### src/rtl/ariane_axi.sv
// AXI4 channel and bundle types shared by the cache memory port and the interconnect.
package ariane_axi;

  typedef struct packed {
    logic [3:0]  id;
    logic [63:0] addr;
    logic [7:0]  len;
    logic [2:0]  size;
    logic [1:0]  burst;
  } ax_chan_t;

  typedef struct packed {
    logic [63:0] data;
    logic [7:0]  strb;
    logic        last;
  } w_chan_t;

  typedef struct packed {
    logic [3:0] id;
    logic [1:0] resp;
  } b_chan_t;

  typedef struct packed {
    logic [3:0]  id;
    logic [63:0] data;
    logic [1:0]  resp;
    logic        last;
  } r_chan_t;

  typedef struct packed {
    ax_chan_t aw;
    logic     aw_valid;
    w_chan_t  w;
    logic     w_valid;
    logic     b_ready;
    ax_chan_t ar;
    logic     ar_valid;
    logic     r_ready;
  } req_t;

  typedef struct packed {
    logic     aw_ready;
    logic     ar_ready;
    logic     w_ready;
    logic     b_valid;
    b_chan_t  b;
    logic     r_valid;
    r_chan_t  r;
  } resp_t;

endpackage

### src/rtl/wt_cache_pkg.sv
// Shared types for the write-through cache memory-side transaction limiter.
package wt_cache_pkg;

  typedef enum logic [1:0] {TL_RUN, TL_DRAIN, TL_IDLE} txn_lim_state_e;

  localparam int unsigned TXN_CNT_W = 8;

endpackage

### src/rtl/wt_txn_counter.sv
// Outstanding-burst counter: registered count, combinational next value and limit compare.
// A decrement at zero is a protocol error; the count holds and an assertion fires.
module wt_txn_counter
  import wt_cache_pkg::*;
#(
  parameter int unsigned Max = 8
) (
  input  logic                 clk_i,
  input  logic                 rst_ni,
  input  logic                 inc,
  input  logic                 dec,
  output logic [TXN_CNT_W-1:0] cnt,
  output logic [TXN_CNT_W-1:0] cnt_nxt,
  output logic                 below_max
);

  localparam logic [TXN_CNT_W-1:0] MaxCnt = TXN_CNT_W'(Max);

  logic [TXN_CNT_W-1:0] cnt_q;
  logic                 underflow;
  logic                 do_dec;

  assign underflow = dec & (cnt_q == '0);
  assign do_dec    = dec & ~underflow;

  always_comb begin
    cnt_nxt = cnt_q;
    case ({inc, do_dec})
      2'b10:   cnt_nxt = cnt_q + TXN_CNT_W'(1);
      2'b01:   cnt_nxt = cnt_q - TXN_CNT_W'(1);
      default: cnt_nxt = cnt_q;
    endcase
  end

  always_ff @(posedge clk_i) begin
    if (!rst_ni) cnt_q <= '0;
    else         cnt_q <= cnt_nxt;
  end

  assign cnt       = cnt_q;
  assign below_max = cnt_q < MaxCnt;

  no_underflow_a: assert property (@(posedge clk_i) disable iff (!rst_ni) !underflow);

endmodule

### src/rtl/wt_axi_txn_limiter.sv
// Caps outstanding AXI read/write bursts and provides a drain/idle handshake; zero-latency pass-through.
// Only AR/AW valid/ready are gated; optional stall counters under WT_AXI_TXN_LIMITER_PERF_EN.
module wt_axi_txn_limiter
  import wt_cache_pkg::*;
#(
  parameter int unsigned MaxRdTxn = 8,
  parameter int unsigned MaxWrTxn = 8
) (
  input  logic                 clk_i,
  input  logic                 rst_ni,
  input  ariane_axi::req_t     slv_req_i,
  output ariane_axi::resp_t    slv_resp_o,
  output ariane_axi::req_t     mst_req_o,
  input  ariane_axi::resp_t    mst_resp_i,
  input  logic                 drain_req_i,
  output logic                 drain_ack_o,
  output logic [TXN_CNT_W-1:0] rd_cnt_o,
`ifdef WT_AXI_TXN_LIMITER_PERF_EN
  output logic [31:0]          rd_stall_cnt_o,
  output logic [31:0]          wr_stall_cnt_o,
`endif
  output logic [TXN_CNT_W-1:0] wr_cnt_o
);

  txn_lim_state_e       state_q, state_d;
  logic                 ar_pres_q, ar_pres_d, aw_pres_q, aw_pres_d;
  logic                 ar_ok, aw_ok;
  logic                 ar_hs, aw_hs, r_last_hs, b_hs;
  logic                 rd_below, wr_below;
  logic [TXN_CNT_W-1:0] rd_cnt_nxt, wr_cnt_nxt;
  logic                 drain_ack_q;

  // A presented address beat keeps its permission until accepted, whatever the limit or drain says.
  assign ar_ok = ar_pres_q | (rd_below & (state_q == TL_RUN));
  assign aw_ok = aw_pres_q | (wr_below & (state_q == TL_RUN));

  always_comb begin
    mst_req_o           = slv_req_i;
    mst_req_o.ar_valid  = slv_req_i.ar_valid & ar_ok;
    mst_req_o.aw_valid  = slv_req_i.aw_valid & aw_ok;
    slv_resp_o          = mst_resp_i;
    slv_resp_o.ar_ready = mst_resp_i.ar_ready & ar_ok;
    slv_resp_o.aw_ready = mst_resp_i.aw_ready & aw_ok;
  end

  assign ar_hs     = mst_req_o.ar_valid & mst_resp_i.ar_ready;
  assign aw_hs     = mst_req_o.aw_valid & mst_resp_i.aw_ready;
  assign r_last_hs = mst_resp_i.r_valid & slv_req_i.r_ready & mst_resp_i.r.last;
  assign b_hs      = mst_resp_i.b_valid & slv_req_i.b_ready;

  assign ar_pres_d = ~ar_hs & (ar_pres_q | mst_req_o.ar_valid);
  assign aw_pres_d = ~aw_hs & (aw_pres_q | mst_req_o.aw_valid);

  wt_txn_counter #(.Max(MaxRdTxn)) i_rd_cnt (
    .clk_i     (clk_i),
    .rst_ni    (rst_ni),
    .inc       (ar_hs),
    .dec       (r_last_hs),
    .cnt       (rd_cnt_o),
    .cnt_nxt   (rd_cnt_nxt),
    .below_max (rd_below)
  );

  wt_txn_counter #(.Max(MaxWrTxn)) i_wr_cnt (
    .clk_i     (clk_i),
    .rst_ni    (rst_ni),
    .inc       (aw_hs),
    .dec       (b_hs),
    .cnt       (wr_cnt_o),
    .cnt_nxt   (wr_cnt_nxt),
    .below_max (wr_below)
  );

  // Idle is judged on next-state values so the state flips the same edge the last response retires.
  always_comb begin
    state_d = state_q;
    case (state_q)
      TL_RUN:   if (drain_req_i) state_d = TL_DRAIN;
      TL_DRAIN: begin
        if (!drain_req_i) state_d = TL_RUN;
        else if ((rd_cnt_nxt == '0) && (wr_cnt_nxt == '0) && !ar_pres_d && !aw_pres_d)
          state_d = TL_IDLE;
      end
      TL_IDLE:  if (!drain_req_i) state_d = TL_RUN;
      default:  state_d = TL_RUN;
    endcase
  end

  always_ff @(posedge clk_i) begin
    if (!rst_ni) begin
      state_q     <= TL_RUN;
      ar_pres_q   <= 1'b0;
      aw_pres_q   <= 1'b0;
      drain_ack_q <= 1'b0;
    end else begin
      state_q     <= state_d;
      ar_pres_q   <= ar_pres_d;
      aw_pres_q   <= aw_pres_d;
      drain_ack_q <= (state_d == TL_IDLE);
    end
  end

  assign drain_ack_o = drain_ack_q;

`ifdef WT_AXI_TXN_LIMITER_PERF_EN
  logic [31:0] rd_stall_q, wr_stall_q;

  always_ff @(posedge clk_i) begin
    if (!rst_ni) begin
      rd_stall_q <= '0;
      wr_stall_q <= '0;
    end else begin
      if (slv_req_i.ar_valid && !ar_ok && (rd_stall_q != '1)) rd_stall_q <= rd_stall_q + 32'd1;
      if (slv_req_i.aw_valid && !aw_ok && (wr_stall_q != '1)) wr_stall_q <= wr_stall_q + 32'd1;
    end
  end

  assign rd_stall_cnt_o = rd_stall_q;
  assign wr_stall_cnt_o = wr_stall_q;
`endif

endmodule

### config.mk
export PLATFORM = sky130hd
export DESIGN_NAME = wt_axi_txn_limiter
export DESIGN_NICKNAME = d
export VERILOG_FILES = /design/src/rtl/ariane_axi.sv /design/src/rtl/wt_cache_pkg.sv /design/src/rtl/wt_txn_counter.sv /design/src/rtl/wt_axi_txn_limiter.sv
export SDC_FILE = /design/constraint.sdc
export NUM_CORES = 1
export LEC_CHECK = 0
export CORE_AREA = 2 2 261 263
export CTS_CLUSTER_SIZE = 30
export DETAILED_ROUTE_END_ITERATION = 10
export DIE_AREA = 0 0 263 265
export GPL_TIMING_DRIVEN = 0
export PLACE_DENSITY = 0.37
export SLEW_MARGIN = 20
export SYNTH_ARGS = -nofsm -noshare
export SYNTH_HDL_FRONTEND = slang
export SYNTH_HIERARCHICAL = 1
export SYNTH_SLANG_ARGS = --single-unit
### constraint.sdc
create_clock -name clk_i -period 4.85 [get_ports clk_i]
set_input_delay 0.485 -clock clk_i [delete_from_list [all_inputs] [get_ports clk_i]]
set_output_delay 0.485 -clock clk_i [all_outputs]
set_load 0.1 [all_outputs]
==> Word level (Yosys, flattened, before mapping) <==
Cells that the tools add are included.
{ "totals": {"reg_bits": 21, "inputBits": 325, "out_inout_bits": 339, "word_cells": 61} }
{ "classes": {"add_sub_neg": 4, "magnitude_cmp": 2, "n_eq_ne": 7, "mux": 7, "n_bitwise": 25, "reduce_logical": 10} }
{ "op_table": {"columns": ["cell", "n"], "rows": [
  ["logical NOT 8 bit", 4],
  ["case mux 8 bit (2 select lines)", 2],
  ["bitwise AND 1 bit", 17],
  ["adder 8 x 1 -> 8 bit (second input constant)", 2],
  ["< comparator 8 x 4 -> 1 bit (second input constant)", 2],
  ["subtractor 8 x 1 -> 8 bit (second input constant)", 2],
  ["== test 2 bit (second input constant)", 4],
  ["2-to-1 mux 2 bit", 4],
  ["== test 2 x 1 -> 1 bit (second input constant)", 3],
  ["case mux 2 bit (3 select lines)", 1],
  ["NOT 1 bit", 4],
  ["OR 1 bit", 4],
  ["logical AND 1 bit", 3],
  ["logical NOT 1 bit", 2],
  ["logical NOT 2 bit", 1]
]} }

==> Longest topological paths before layout <==
Gate-level depths: netlist (run 1).
{ "depth": {"word_depth": 15, "mapped_depth": 18, "ltp_nobuf": 18} }

==> Hierarchy <==
Netlist (run 1), hierarchy kept.
{ "modules_own_cells": {"columns": ["module", "instances", "cells_per_inst", "area_each_um2", "seq_area_each_um2"], "rows": [
  ["wt_axi_txn_limiter", 1, 355, 2686.3, 100.1],
  ["wt_txn_counter", 2, 80, 644.4, 160.2]
]} }

==> Worst setup path after synthesis (run 1) <==
Ideal clock, no wire load.
{ "synth_timing": {"kind": "reg2reg", "from": "register i_wr_cnt.cnt_q[5] (netlist: i_wr_cnt/cnt[5])", "to": "register state_q[0]", "setup_ns": 0.116, "t_arrival_ns": 5.316, "t_required_ns": 4.734, "slack_ns": -0.582, "path_stages_with_launch": 18, "n_path_buf": 0, "period_less_slack_ns": 5.432, "path_cell_list": "dfxtp_1 or4_1 nor2_1 a21oi_1 nor2b_1 and2_1 inv_1 ha_1 ha_1 a211oi_2 nor2_2 a41oi_2 mux2i_1 xnor2_1 nor4_1 and4_1 nand4_1 nor2b_1"} }
{ "synth_rtl": {"columns": ["element", "line_no", "source"], "rows": [
  ["start: declaration", "wt_txn_counter.sv:19", "logic [TXN_CNT_W-1:0] cnt_q;"],
  ["start signal: assignment", "wt_txn_counter.sv:37", "else cnt_q <= cnt_nxt;"],
  ["end signal: assignment", "wt_axi_txn_limiter.sv:96", "state_q <= state_d;"],
  ["end: declaration", "wt_axi_txn_limiter.sv:25", "txn_lim_state_e state_q, state_d;"]
]} }

==> Worst setup path after layout (run 1) <==
{ "layout_timing": {"from": "register i_rd_cnt.cnt_q[5] (netlist: i_rd_cnt/cnt[5])", "to": "register state_q[0]"} }
{ "layout_via": {"elab_chain_cells": 14, "word_cells_on_any_way": 25, "classes_between": "2 x add/sub; 1 x order compare; 2 x eq/ne; 4 x mux; 10 x bitwise; 6 x reduce/logical"} }
{ "layout_lines": {"columns": ["element", "line_no", "source"], "rows": [
  ["start: declaration", "wt_txn_counter.sv:19", null],
  ["start signal: assignment", "wt_txn_counter.sv:37", null],
  ["< comparator 8 x 4 -> 1 bit *", "wt_txn_counter.sv:41", "assign below_max = cnt_q < MaxCnt;"],
  ["net rd_below", "wt_axi_txn_limiter.sv:29", "logic rd_below, wr_below;"],
  ["bitwise AND 1 bit *", "wt_axi_txn_limiter.sv:34", "assign ar_ok = ar_pres_q | (rd_below & (state_q == TL_RUN));"],
  ["OR 1 bit *", "wt_axi_txn_limiter.sv:34", null],
  ["bitwise AND 1 bit *", "wt_axi_txn_limiter.sv:39", "mst_req_o.ar_valid = slv_req_i.ar_valid & ar_ok;"],
  ["bitwise AND 1 bit *", "wt_axi_txn_limiter.sv:46", "assign ar_hs = mst_req_o.ar_valid & mst_resp_i.ar_ready;"],
  ["net ar_hs", "wt_axi_txn_limiter.sv:28", "logic ar_hs, aw_hs, r_last_hs, b_hs;"],
  ["== test 2 x 1 -> 1 bit / == test 2 bit (equally long branches)", "wt_txn_counter.sv:28", "case ({inc, do_dec})"],
  ["case mux 8 bit (2 select lines) *", "wt_txn_counter.sv:28", null],
  ["net rd_cnt_nxt[4]", "wt_axi_txn_limiter.sv:30", "logic [TXN_CNT_W-1:0] rd_cnt_nxt, wr_cnt_nxt;"],
  ["logical NOT 8 bit *", "wt_axi_txn_limiter.sv:81", "else if ((rd_cnt_nxt == '0) && (wr_cnt_nxt == '0) && !ar_pres_d && !aw_pres_d)"],
  ["logical AND 1 bit * (3 in series)", "wt_axi_txn_limiter.sv:81", null],
  ["2-to-1 mux 2 bit *", "wt_axi_txn_limiter.sv:81", null],
  ["2-to-1 mux 2 bit *", "wt_axi_txn_limiter.sv:80", "if (!drain_req_i) state_d = TL_RUN;"],
  ["case mux 2 bit (3 select lines) *", "wt_axi_txn_limiter.sv:77", "case (state_q)"]
]} }
Mark *: on every way through the listed nets, which the timed path passes. The rest lies on a longest branch.
A chain may end at the register's enable or synchronous reset.

==> results.cfg, run 1 <==
[run_status]
outcome = finished, final reports clean

[critical_path]
path_class = reg -> reg
end_kind = flip-flop
cp.required_ps = 5020
cp_data_arrival_time_ps = 4660
cp_cell_sequence = or4_1, nor2_2, a21oi_1, nor2b_2, and2_1, inv_1, ha_1, ha_1, nor2b_1, o21ai_0, nand2_1, xnor2_1, a21oi_1, nor4_2, and4_1, nand4_1, nor2b_1
start_kind = flip-flop
path_max_fanout = 8
slowest_stage = or4_1
worst_path_largest_cell_delay_ps = 550

[layout]
num-fill-cells = 7629
seq_area_um2 = 420
num_antenna_cells = 0
syn_to_final_growth_pct = 118
final_nets = 1211
drive_gt1_share_pct = 39.5
multi_input_area_mm2 = 0.00112

[timing]
finalSetupTns_ps = 0
tightest_slew_ps = 1130
maxSlewHeadroom_pct = 24.7
setup_viol = 0
hold_viol_final = 0
rsz0062_at_grt = no
final.min_clock_period_ps = 4490
finClkSkew_ps = 13.6
max_freq_mhz = 223
slew_viol_final = 0
period_share_pct = 92.5

[floorplan]
dieWidth_um = 263
die-height_um = 265
core-area_mm2 = 0.0668
initial_core_util_pct = 5.95
io_pins = 664
rows = 95
dieArea_mm2 = 0.0697

[synth]
ys.flop_type = dfxtp_1
synth.distinct_cells = 37
async_reset_ff_share_pct = 0
synthCells = 515
synth-adder-area-share_pct = 5.41
synth_edf_count = 0
ys_ff_latch = 21
syn_area_per_cell_um2 = 7.72
synth_mux_area_share_pct = 1.51
synth_top_family_by_area = buffers and inverters
synth_area_mm2 = 0.00398
yosys_warnings = 6
synth_simple_gate_area_share_pct = 10.5
synth_xor_area_share_pct = 2.20
synth_compound_area_share_pct = 7.90
synth_nets = 856
seq_area_frac_synth_pct = 10.6

[place]
place_hpwl_um = 18200
portBuffers = 350
place.gp.congestion = 0.763

[clock_network]
cts-root-buf = clkbuf_16
clockBufferDepth = 2
insertion_delay_ps = 280
cts_setup_buffers = 0
cts_tree = done
cts_buffers = 3
htree_num_levels = 1
clkSinkCount = 21
cts_hold_buf = 0
path_clk_slew_ps = 70

[detailed_routing]
wl_per_cell_um = 11.3
initialDrtViolationCount = 81
antenna_left = 0
vias = 4267
detailedRoute.firstPassIterationCount = 4
route.detailed.drc = 0
wirelength_um = 19800
avgViaCountPerCell = 2.45

[grt]
grt_max_degree = 20
grt.total_usage_pct = 5.04
grt_pass1_vias = 4352
antenna_found_initial = 0
grt.overflow.total = 0
grt_pass1_wl_um = 26400

[power]
ir_drop_mv = 0.165
finalPower_mw = 2.82
leakagePower_nw = 3.60
power_density_mw_per_mm2 = 325

[job]
cap_violations = 0

[worst_hold_path]
hp-class = reg -> reg
==> worst max-delay path: cells and delay by family (launching register included) <==
family                   cells  cell delay (ps)
buffers and inverters        1               40
flip-flops                   1              350
adder cells (fa/ha/maj)      2              680
XOR/XNOR                     1              240
AND/OR/NAND/NOR             10             2430
AO/OA/AOI/OAI                3              650
==> layer usage <==
| metal | up-vias | wire length (µm) | GRT usage, % |
|---|---|---|---|
| li1 | 2038 | - | - |
| met1 | 1887 | 7230 | 5.43 |
| met2 | 324 | 10200 | 9.21 |
| met3 | 18 | 1710 | 1.61 |
| met4 | 0 | 616 | 1.84 |
| met5 | - | 0 | 0 |
==> area by class of cell <==
type / count / area share [%]
repair buffers: 350 / 40.3
plain buffers: 320 / 27.6
multi-input cells: 157 / 13.0
well taps: 873 / 12.6
flip-flops and latches: 21 / 4.84
clock buffers: 3 / 0.864
inverters: 17 / 0.735
clock inverters: 1 / 0.0864
==> repair_timing <==
item,in CTS,in global routing
gates cloned,0,0
setup endpoints to repair,3,3
resized for setup,1,4
==> where the power goes <==
part / internal (mW) / switching, mW
Sequential: 0.205 / 0.0496
Combinational: 0.625 / 1.75
Clock: 0.112 / 0.0826
==> sequential cells by signal, summed over array words and instances, names as in the netlist <==
signal	count
ar_pres_q	1
aw_pres_q	1
drain_ack_o	1
i_rd_cnt/cnt	8
i_wr_cnt/cnt	8
state_q	2
==> worst paths after layout <==
kind | from | to | slack [ps] | cells after the start
setup / recovery | i_rd_cnt/cnt[5]$_SDFF_PN0_ | state_q[0]$_SDFF_PN0_ | 360 | 17
hold / removal | i_rd_cnt/cnt[7]$_SDFF_PN0_ | i_rd_cnt/cnt[7]$_SDFF_PN0_ | 540 | 2
setup reg to reg | i_rd_cnt/cnt[5]$_SDFF_PN0_ | state_q[0]$_SDFF_PN0_ | 360 | 17
hold reg to reg | i_rd_cnt/cnt[7]$_SDFF_PN0_ | i_rd_cnt/cnt[7]$_SDFF_PN0_ | 540 | 2
==> Yosys cell counts (2+ instances only) <==
library cell  instances  area [µm²]
inv_1                17        63.8
o31ai_1               4        30.0
buf_4               318        2390
xor2_1                2        17.5
a41oi_2               2        32.5
xnor2_1               8        70.1
a211oi_1              4        30.0
or4_1                 2        15.0
ha_1                 14         175
nor2b_1               7        43.8
o21ai_2               3        26.3
o21ai_1               3        15.0
a21o_2                2        17.5
fa_1                  2        40.0
nor2_1               16        60.1
a211oi_2              2        25.0
buf_2                 2        10.0
o22ai_1               2        12.5
nor4_1                3        18.8
nor2_2                2        12.5
and2_1               13        81.3
o21ai_0              10        50.1
nand2b_1              2        12.5
nor3_1                4        20.0
nand2_1              22        82.6
a21boi_0              2        15.0
a21oi_1              12        60.1
dfxtp_1              21         420
mux2i_1               6        60.1
==> cell usage in the layout, fill, tap and decap left out, types with 2 or more instances in the layout <==
cell type,instances
clkdlybuf4s50_1,350
nor2_2,4
o31ai_1,4
xor2_1,2
inv_1,17
dfxtp_1,21
nand2_1,22
xnor2_1,8
o21ai_1,3
a41oi_2,2
fa_1,2
buf_2,2
ha_1,14
a21o_2,2
nand2b_1,2
nor4_2,2
and2_1,13
a211oi_2,2
a21boi_0,2
o21ai_2,3
a211oi_1,4
nor2b_1,5
buf_4,318
or4_1,2
clkbuf_16,3
mux2i_1,5
o21ai_0,10
a21oi_1,12
nor2_1,14
o22ai_1,2
nor3_1,4
==> logic make-up after synthesis <==
group | Yosys count
adder cells (fa/ha/maj) | 16
AND/OR/NAND/NOR | 79
flip-flops | 21
AO/OA/AOI/OAI | 46
buffers and inverters | 337
multiplexers | 6
XOR/XNOR | 10
==> through the flow <==
stage          cell area, µm²  utilization, %  setup slack (ps)  hold slack (ps)  std cells
3_3_place_gp             8580            12.8              -177              511       1738
4_1_cts                  8670            13.0              78.7              543       1742
5_1_grt                  8680            13.0              7.96              572       1742
6_report                 8680            13.0               363              537       1742
3_5_place_dp             8580            12.8              -135              516       1738
2_1_floorplan            3990               -              46.3              481        515
No activity file was read; power rests on OpenSTA's default activity.
==> inputs of run 2 (changes only) <==
--- a/config.mk
+++ b/config.mk
@@ -5,6 +5,7 @@
 export SDC_FILE = /design/constraint.sdc
 export NUM_CORES = 1
 export LEC_CHECK = 0
+export CAP_MARGIN = 20
 export CORE_AREA = 2 2 261 263
 export CTS_CLUSTER_SIZE = 30
 export DETAILED_ROUTE_END_ITERATION = 10
==> results of run 2 <==
The final DEF is identical to that of run 1; final timing and power are the same.
